### config.mk
export PLATFORM = sky130hd
export DESIGN_NAME = key_pio_in_flat
export DESIGN_NICKNAME = d
export VERILOG_FILES = /design/src/rtl/key_pio_in_if.sv /design/src/rtl/key_pio_in.sv /design/src/flat_wrapper.sv
export SDC_FILE = /design/constraint.sdc
export NUM_CORES = 1
export LEC_CHECK = 0
export CORE_AREA = 8 8 112 114
export DETAILED_ROUTE_END_ITERATION = 16
export DIE_AREA = 0 0 120 122
export GPL_TIMING_DRIVEN = 0
export PLACE_DENSITY = 0.73
export SLEW_MARGIN = 20
export SYNTH_ARGS = -nofsm -noshare
export SYNTH_HDL_FRONTEND = slang
export SYNTH_SLANG_ARGS = --single-unit
### constraint.sdc
create_clock -name CLOCK_50 -period 2.2 [get_ports CLOCK_50]
set_input_delay 0.66 -clock CLOCK_50 [delete_from_list [all_inputs] [get_ports CLOCK_50]]
set_output_delay 0.66 -clock CLOCK_50 [all_outputs]
set_load 0.03 [all_outputs]
### src/rtl/key_pio_in_if.sv
// Avalon-MM slave bus plus interrupt line for the key PIO.
// The processor side drives the master modport, the key block serves the slave modport.
interface key_pio_in_if;
    logic [1:0]  address;
    logic        chipselect;
    logic        read;
    logic        write;
    logic [31:0] writedata;
    logic [31:0] readdata;
    logic        irq;

    modport master (
        output address, chipselect, read, write, writedata,
        input  readdata, irq
    );

    modport slave (
        input  address, chipselect, read, write, writedata,
        output readdata, irq
    );
endinterface

### src/rtl/key_pio_in.sv
// Debounced active-low push-button input port with press capture and a level interrupt.
// Register map: 0 data, 1 reserved, 2 irqmask, 3 edgecapture (write-1-to-clear).
module key_pio_in #(
    parameter int WIDTH           = 4,
    parameter int DEBOUNCE_CYCLES = 500000
) (
    input  logic             CLOCK_50,
    input  logic             RESET,
    input  logic [WIDTH-1:0] KEY,
    key_pio_in_if.slave      avs
);
    localparam int CW = (DEBOUNCE_CYCLES > 2) ? $clog2(DEBOUNCE_CYCLES) : 1;
    localparam logic [CW-1:0] CNT_MAX = CW'(DEBOUNCE_CYCLES - 1);

    logic [WIDTH-1:0] r_sync1;
    logic [WIDTH-1:0] r_sync2;
    logic [WIDTH-1:0] r_deb;
    logic [WIDTH-1:0] r_deb_d;
    logic [WIDTH-1:0] r_mask;
    logic [WIDTH-1:0] r_edge;
    logic [31:0]      r_readdata;
    logic             r_irq;
    logic [CW-1:0]    r_cnt [WIDTH];

    logic [WIDTH-1:0] w_upd;
    logic [WIDTH-1:0] w_press;
    logic [WIDTH-1:0] w_clr;
    logic             w_wr;
    logic             w_rd;
    logic [31:0]      w_rd_mux;
    logic             w_unused_wdata;

    assign w_wr    = avs.chipselect & avs.write;
    assign w_rd    = avs.chipselect & avs.read;
    assign w_press = r_deb_d & ~r_deb;
    assign w_clr   = (w_wr && avs.address == 2'd3) ? avs.writedata[WIDTH-1:0] : '0;
    assign w_unused_wdata = &{1'b0, avs.writedata};

    always_ff @(posedge CLOCK_50 or negedge RESET) begin
        if (!RESET) begin
            r_sync1 <= '1;
            r_sync2 <= '1;
        end else begin
            r_sync1 <= KEY;
            r_sync2 <= r_sync1;
        end
    end

    // Counter saturates at CNT_MAX only for the one cycle it takes to accept the change.
    for (genvar gi = 0; gi < WIDTH; gi++) begin : g_debounce
        assign w_upd[gi] = (r_sync2[gi] != r_deb[gi]) && (r_cnt[gi] == CNT_MAX);

        always_ff @(posedge CLOCK_50 or negedge RESET) begin
            if (!RESET) begin
                r_cnt[gi] <= '0;
            end else if ((r_sync2[gi] == r_deb[gi]) || w_upd[gi]) begin
                r_cnt[gi] <= '0;
            end else begin
                r_cnt[gi] <= r_cnt[gi] + 1'b1;
            end
        end
    end

    always_ff @(posedge CLOCK_50 or negedge RESET) begin
        if (!RESET) begin
            r_deb   <= '1;
            r_deb_d <= '1;
        end else begin
            r_deb   <= (r_deb & ~w_upd) | (r_sync2 & w_upd);
            r_deb_d <= r_deb;
        end
    end

    // A new press outranks a same-cycle clear of the same bit.
    always_ff @(posedge CLOCK_50 or negedge RESET) begin
        if (!RESET) begin
            r_mask <= '0;
            r_edge <= '0;
            r_irq  <= 1'b0;
        end else begin
            if (w_wr && avs.address == 2'd2) begin
                r_mask <= avs.writedata[WIDTH-1:0];
            end
            r_edge <= (r_edge & ~w_clr) | w_press;
            r_irq  <= |(r_edge & r_mask);
        end
    end

    always_comb begin
        w_rd_mux = 32'd0;
        case (avs.address)
            2'd0:    w_rd_mux = 32'(r_deb);
            2'd2:    w_rd_mux = 32'(r_mask);
            2'd3:    w_rd_mux = 32'(r_edge);
            default: w_rd_mux = 32'd0;
        endcase
    end

    always_ff @(posedge CLOCK_50 or negedge RESET) begin
        if (!RESET) begin
            r_readdata <= 32'd0;
        end else begin
            r_readdata <= w_rd ? w_rd_mux : 32'd0;
        end
    end

    assign avs.readdata = r_readdata;
    assign avs.irq      = r_irq;
endmodule

### src/flat_wrapper.sv
// flat-port wrapper written by rule: the top's interface ports become plain ports
module key_pio_in_flat 
#(
    parameter int WIDTH           = 4,
    parameter int DEBOUNCE_CYCLES = 500000
)
  (CLOCK_50, RESET, KEY, avs_address, avs_chipselect, avs_read, avs_write, avs_writedata, avs_readdata, avs_irq);
  key_pio_in_if avs_i ();
  input  logic CLOCK_50;
  input  logic RESET;
  input  logic [WIDTH-1:0] KEY;
  input wire logic [$bits(avs_i.address)-1:0] avs_address;
  input wire logic [$bits(avs_i.chipselect)-1:0] avs_chipselect;
  input wire logic [$bits(avs_i.read)-1:0] avs_read;
  input wire logic [$bits(avs_i.write)-1:0] avs_write;
  input wire logic [$bits(avs_i.writedata)-1:0] avs_writedata;
  output wire logic [$bits(avs_i.readdata)-1:0] avs_readdata;
  output wire logic [$bits(avs_i.irq)-1:0] avs_irq;
  assign avs_i.address = avs_address;
  assign avs_i.chipselect = avs_chipselect;
  assign avs_i.read = avs_read;
  assign avs_i.write = avs_write;
  assign avs_i.writedata = avs_writedata;
  assign avs_readdata = avs_i.readdata;
  assign avs_irq = avs_i.irq;
  key_pio_in #(.WIDTH(WIDTH), .DEBOUNCE_CYCLES(DEBOUNCE_CYCLES)) u_core (.CLOCK_50(CLOCK_50), .RESET(RESET), .KEY(KEY), .avs(avs_i));
endmodule
==> impl_metrics.tcl, run 1 <==
set metrics [dict create \
    grt_use_total_pct 13.2 \
    dieArea_sq_um 14600 \
    power.density_nw_per_um2 626 \
    max_stage_delay_ns 0.52 \
    fmaxAchievable_mhz 486 \
    synth_top_area_share_pct 44.0 \
    post_cts_buffers 0 \
    clock-sinks 105 \
    diodes 0 \
    cts_max_level 3 \
    async_flop_share_pct 100 \
    post-route-min-period_ns 2.06 \
    dp.final_hpwl_um 6520 \
    antenna_found_initial 0 \
    routed_wl_um 9260 \
    ys_seq_area_share_pct 52.3 \
    cts_made_buffers 9 \
    synth-seq-cells 105 \
    worst_ep_required_time_ns 2.50 \
    synth_edf_count 0 \
    drtPass1Iterations 4 \
    grt_max_degree 59 \
    finClkSkew_ns 0.0105 \
    cp_slowest_cell "or4_1" \
    clk_pin_slew_ns 0.10 \
    mostFrequentLayoutCells "dfrtp_1 (89), nor2_1 (77), nand2_1 (32), xor2_1 (30)" \
    dp_slack_ns -0.195 \
    worstRegToRegCells 5 \
    synth_area_leaders "dfrtp_1 (44%), dfstp_2 (8.3%), nor2_1 (5.7%), xor2_1 (5.2%), xnor2_1 (4.7%)" \
    die_y_um 122 \
    row_count 38 \
    cts_tree "yes" \
    path_max_fanout 8 \
    nFillCells 948 \
    critPathLaunchType "flip-flop" \
    cp.arrival_ns 2.36 \
    drv_slew 0 \
    yosys.area.top_type "dfrtp_1" \
    path_cells "nand4_2 > or4_1 > buf_2 > or4_1 > a21oi_1" \
    hp-class "input port to async pin" \
    syn_inst 501 \
    io_pins 76 \
    root_buffer "clkbuf_8" \
    final_net_count 604 \
    mostFrequentLayoutCell "dfrtp_1" \
    core_area_sq_um 10700 \
    clockBufferDepth 2 \
    syn_avg_cell_area_sq_um 10.1 \
    cp-end-kind "flip-flop" \
    ir_worst_vdd_uv 314 \
    drive_gt1_share_pct 15.3 \
    critPathKind "flip-flop to flip-flop" \
    synth_cell_types 41 \
    ant_nets 0 \
    yosysWarnings 0 \
    max-slew-margin-rel_pct 60.9 \
    portBuffers 17 \
    cap_violations 0 \
    via_per_inst 5.19 \
    syn_area_sq_um 5060 \
    grt_pass1_wl_um 16000 \
    grt.overflow.total 0 \
    area_delta_synth_final_pct 14.0 \
    status "finished, final reports clean" \
    routabilityCongestion 0.806 \
    drc 0 \
    dieWidth_um 120 \
    setup_viol 0 \
    start_util_pct 47.3 \
    synthFlopType "dfrtp_1" \
    power_w 0.00361 \
    finalCritPeriodShare_pct 93.5 \
    grt_pass1_vias 3543 \
    grt_setup_unrepaired "false" \
    wl_per_cell_um 13.2 \
    worstMarginPinSlew_ns 0.581 \
    clkLatencyLatePin_ns 0.37 \
    final_critical_path_setup_slack_ns 0.144 \
    dr_total_vias 3640 \
    hold_violations 0 \
    leakage_nw 2.39 \
    crit_path_frequent_cell "or4_1" \
    first_iter_violations 201 \
]
## cells by family (layout without fill, tap and decap cells)
group | after synthesis | count (layout) | share of synthesized area [%]
other cells | 1 | 28 | 0.0741
simple gates | 221 | 221 | 22.4
flops | 105 | 105 | 52.3
buf+inv | 57 | 91 | 6.35
fa+ha+maj | 4 | 4 | 0.988
mux | 12 | 12 | 2.67
xor+xnor | 57 | 57 | 9.86
compound gates | 44 | 44 | 5.39
## what timing repair did
item	in CTS	in global routing
pin swaps	0	1
setup endpoints to repair	30	30
hold buffers	0	0
resized for setup	4	6
## critical path, delay by kind of cell (launching register included)
kind | cells | cell delay (ns)
and+or+nand+nor | 3 | 1.19
AOI/OAI and AO/OA | 1 | 0.15
DFF | 1 | 0.49
buffers and inverters | 1 | 0.16
## final timing paths
check	from	to	slack, ns
hold reg to reg	u_core.r_sync1[1]	u_core.r_sync2[1]	0.35
max in group asynchronous	RESET	async pin	1.31
min in group CLOCK_50	u_core.r_sync1[1]	u_core.r_sync2[1]	0.35
setup reg to reg	u_core.r_cnt[8]	u_core.r_cnt[17]	0.14
hold / removal	RESET	u_core.r_cnt[38]	0.21
setup / recovery	u_core.r_cnt[8]	u_core.r_cnt[17]	0.14
## routing by layer
layer | vias to the layer above | track usage [%] | share of wire, %
met5 | - | 0 | 0
met4 | 0 | 7.10 | 1.6
met3 | 9 | 3.15 | 4.9
met2 | 59 | 21.9 | 47
met1 | 1774 | 15.7 | 46
li1 | 1798 | - | -
## area by class of cell
class | instances | area, sq um | share of cell area, %
Buffer | 41 | 265 | 4.60
Clock inverter | 7 | 77.6 | 1.34
Tap cell | 140 | 175 | 3.04
Timing Repair Buffer | 18 | 199 | 3.45
Clock buffer | 9 | 124 | 2.15
Inverter | 16 | 60.1 | 1.04
Multi-Input combinational cell | 366 | 2220 | 38.5
Sequential cell | 105 | 2650 | 45.9
## cell usage after synthesis, drive strengths merged (4+ instances only)
master / n
or4: 4
xor2: 30
o21ai: 16
mux2: 12
ha: 4
nor2: 77
dfstp: 16
xnor2: 27
nor4: 14
buf: 30
nand3: 22
nor3: 13
nand4: 26
a21oi: 14
o31ai: 4
dfrtp: 89
and4: 10
inv: 16
clkbuf: 11
a22oi: 6
or3: 9
nand2: 33
## registers in the layout (all words and copies together) (netlist names), named ones only
name,cells
u_core.r_cnt,76
u_core.avs.readdata,4
u_core.r_deb_d,4
u_core.r_edge,4
u_core.r_mask,4
u_core.r_sync1,4
u_core.r_sync2,4
u_core.avs.irq,1
## where the power goes
part | total [W] | leakage (nW) | switching (W) | internal (W)
clock | 0.00122 | 0.106 | 0.000677 | 0.000541
sequential | 0.00204 | 1.39 | 0.0000452 | 0.00200
combinational | 0.000352 | 0.900 | 0.000212 | 0.000140
## stage by stage
stage	setup TNS [ns]	util, %	hold slack (ns)	std cells	area (sq um)
6_report	0	53.9	0.211	702	5770
5_1_grt	0	53.9	0.233	702	5770
4_1_cts	0	53.8	0.213	702	5750
3_3_place_gp	-333.70	51.5	0.345	685	5510
2_1_floorplan	0	-	0.345	528	5160
3_5_place_dp	-3.14	51.8	0.348	686	5540
No activity file was read; power rests on OpenSTA's default activity.
==> run 2, diff against run 1 <==
SLEW_MARGIN = default   (was 20)
==> impl_metrics.tcl, run 2 (same netlist as run 1, synthesis figures left out) <==
set metrics [dict create \
    status "finished, final reports clean" \
    dieWidth_um 120 \
    ir_worst_vdd_uv 314 \
    seq_area_sq_um 2650 \
    power_w 0.00361 \
    diodes 0 \
    post-route-min-period_ns 2.06 \
    clkLatencyLatePin_ns 0.37 \
    start_util_pct 47.3 \
    setup_viol 0 \
    largest_reg_flops 76 \
    post_cts_buffers 0 \
    worstMarginPinSlew_ns 0.629 \
    path_cells "nand4_2 > or4_1 > buf_2 > or4_1 > a21oi_1" \
    drive_gt1_share_pct 15.3 \
    cts_made_buffers 9 \
    grt_max_degree 59 \
    final_critical_path_setup_slack_ns 0.144 \
    critPathLaunchType "flip-flop" \
    first_iter_violations 201 \
    portBuffers 17 \
    cap_violations 0 \
    dr_total_vias 3641 \
    die_y_um 122 \
    max_stage_delay_ns 0.52 \
    max-slew-margin-rel_pct 58.1 \
    nFillCells 948 \
    area_delta_synth_final_pct 13.9 \
    cp.arrival_ns 2.36 \
    clk_pin_slew_ns 0.10 \
    fmaxAchievable_mhz 486 \
    power.density_nw_per_um2 627 \
    row_count 38 \
    grt_pass1_wl_um 16000 \
    cp_slowest_cell "or4_1" \
    clock-sinks 105 \
    mostFrequentLayoutCells "dfrtp_1 (89), nor2_1 (77), nand2_1 (32), xor2_1 (30), buf_4 (29)" \
    crit_path_frequent_cell "or4_1" \
    fin_tns_setup_ns 0 \
    dieArea_sq_um 14600 \
    root_buffer "clkbuf_8" \
    regMostFlops "u_core.r_cnt" \
    wl_per_cell_um 13.2 \
    grt_use_total_pct 13.2 \
    cp-end-kind "flip-flop" \
    grt_pass1_vias 3543 \
    hold_violations 0 \
    drv_slew 0 \
    grt_setup_unrepaired "false" \
    clockBufferDepth 2 \
    core_area_sq_um 10700 \
    ant_nets 0 \
    io_pins 76 \
    final_net_count 604 \
    leakage_nw 2.39 \
    cts_tree "yes" \
    finClkSkew_ns 0.0105 \
    dp_slack_ns -0.195 \
    final_util_pct 53.9 \
    hp-class "input port to async pin" \
    drtPass1Iterations 4 \
    path_max_fanout 8 \
    via_per_inst 5.19 \
    dp.final_hpwl_um 6520 \
    antenna_found_initial 0 \
    multi_input_area_sq_um 2220 \
    cts_max_level 3 \
    mostFrequentLayoutCell "dfrtp_1" \
    finalCritPeriodShare_pct 93.5 \
    worst_ep_required_time_ns 2.50 \
    routabilityCongestion 0.806 \
    routed_wl_um 9270 \
    critPathKind "flip-flop to flip-flop" \
    drc 0 \
    grt.overflow.total 0 \
]
## run 2: cell types whose count changed in the layout (fill, tap and decap cells not counted)
cell	change
buf_6	-1
buf_4	+1
## run 2: layout make-up
| cell class | instances | area share (%) |
|---|---|---|
| Inverter | 16 | 1.04 |
| Timing Repair Buffer | 18 | 3.38 |
| Buffer | 41 | 4.60 |
| Multi-Input combinational cell | 366 | 38.5 |
| Clock inverter | 7 | 1.35 |
| Clock buffer | 9 | 2.15 |
| Sequential cell | 105 | 45.9 |
| Tap cell | 140 | 3.04 |
## run 2: final timing paths
| kind | slack (ns) | start | cells after the start | endpoint |
|---|---|---|---|---|
| min in group CLOCK_50 | 0.35 | u_core.r_sync1[1] | 0 | u_core.r_sync2[1] |
| worst min-delay path | 0.30 | RESET | 1 | u_core.r_cnt[38] |
| worst min register to register | 0.35 | u_core.r_sync1[1] | 0 | u_core.r_sync2[1] |
| worst max-delay path | 0.14 | u_core.r_cnt[8] | 5 | u_core.r_cnt[17] |
| max in group asynchronous | 1.16 | RESET | 2 | u_core.r_deb_d[2] |
| worst max register to register | 0.14 | u_core.r_cnt[8] | 5 | u_core.r_cnt[17] |
## run 2: per-stage QoR
step                      hold WS [ns]  area, sq um  instances
final                            0.298         5770        702
after global routing             0.339         5770        702
after CTS                        0.310         5750        702
after detailed placement         0.348         5540        686
after global placement           0.345         5510        685
after floorplan                  0.345         5160        528
## run 2: critical path, delay by kind of cell (launching register included)
family	cells	cell delay, ns
compound gates	1	0.15
simple gates	3	1.19
buf+inv	1	0.16
flops	1	0.49
## run 2: repair_timing
| action | 4_1_cts | 5_1_grt |
|---|---|---|
| pin swaps | 0 | 1 |
| hold buffers | 0 | 0 |
| resized for setup | 4 | 6 |
| endpoints found under the setup margin | 30 | 30 |
## run 2: routing by layer
| metal | vias up | GRT usage [%] | part of all wire [%] |
|---|---|---|---|
| li1 | 1798 | - | - |
| met1 | 1775 | 15.7 | 46 |
| met2 | 59 | 21.9 | 47 |
| met4 | 0 | 7.10 | 1.6 |
| met3 | 9 | 3.15 | 4.9 |
| met5 | - | 0 | 0 |
## run 2: where the power goes
group / internal (W) / total (W) / switching (W) / leakage (nW)
combinational: 0.000139 / 0.000352 / 0.000212 / 0.898
clock: 0.000541 / 0.00122 / 0.000677 / 0.106
sequential: 0.00200 / 0.00204 / 0.0000452 / 1.39
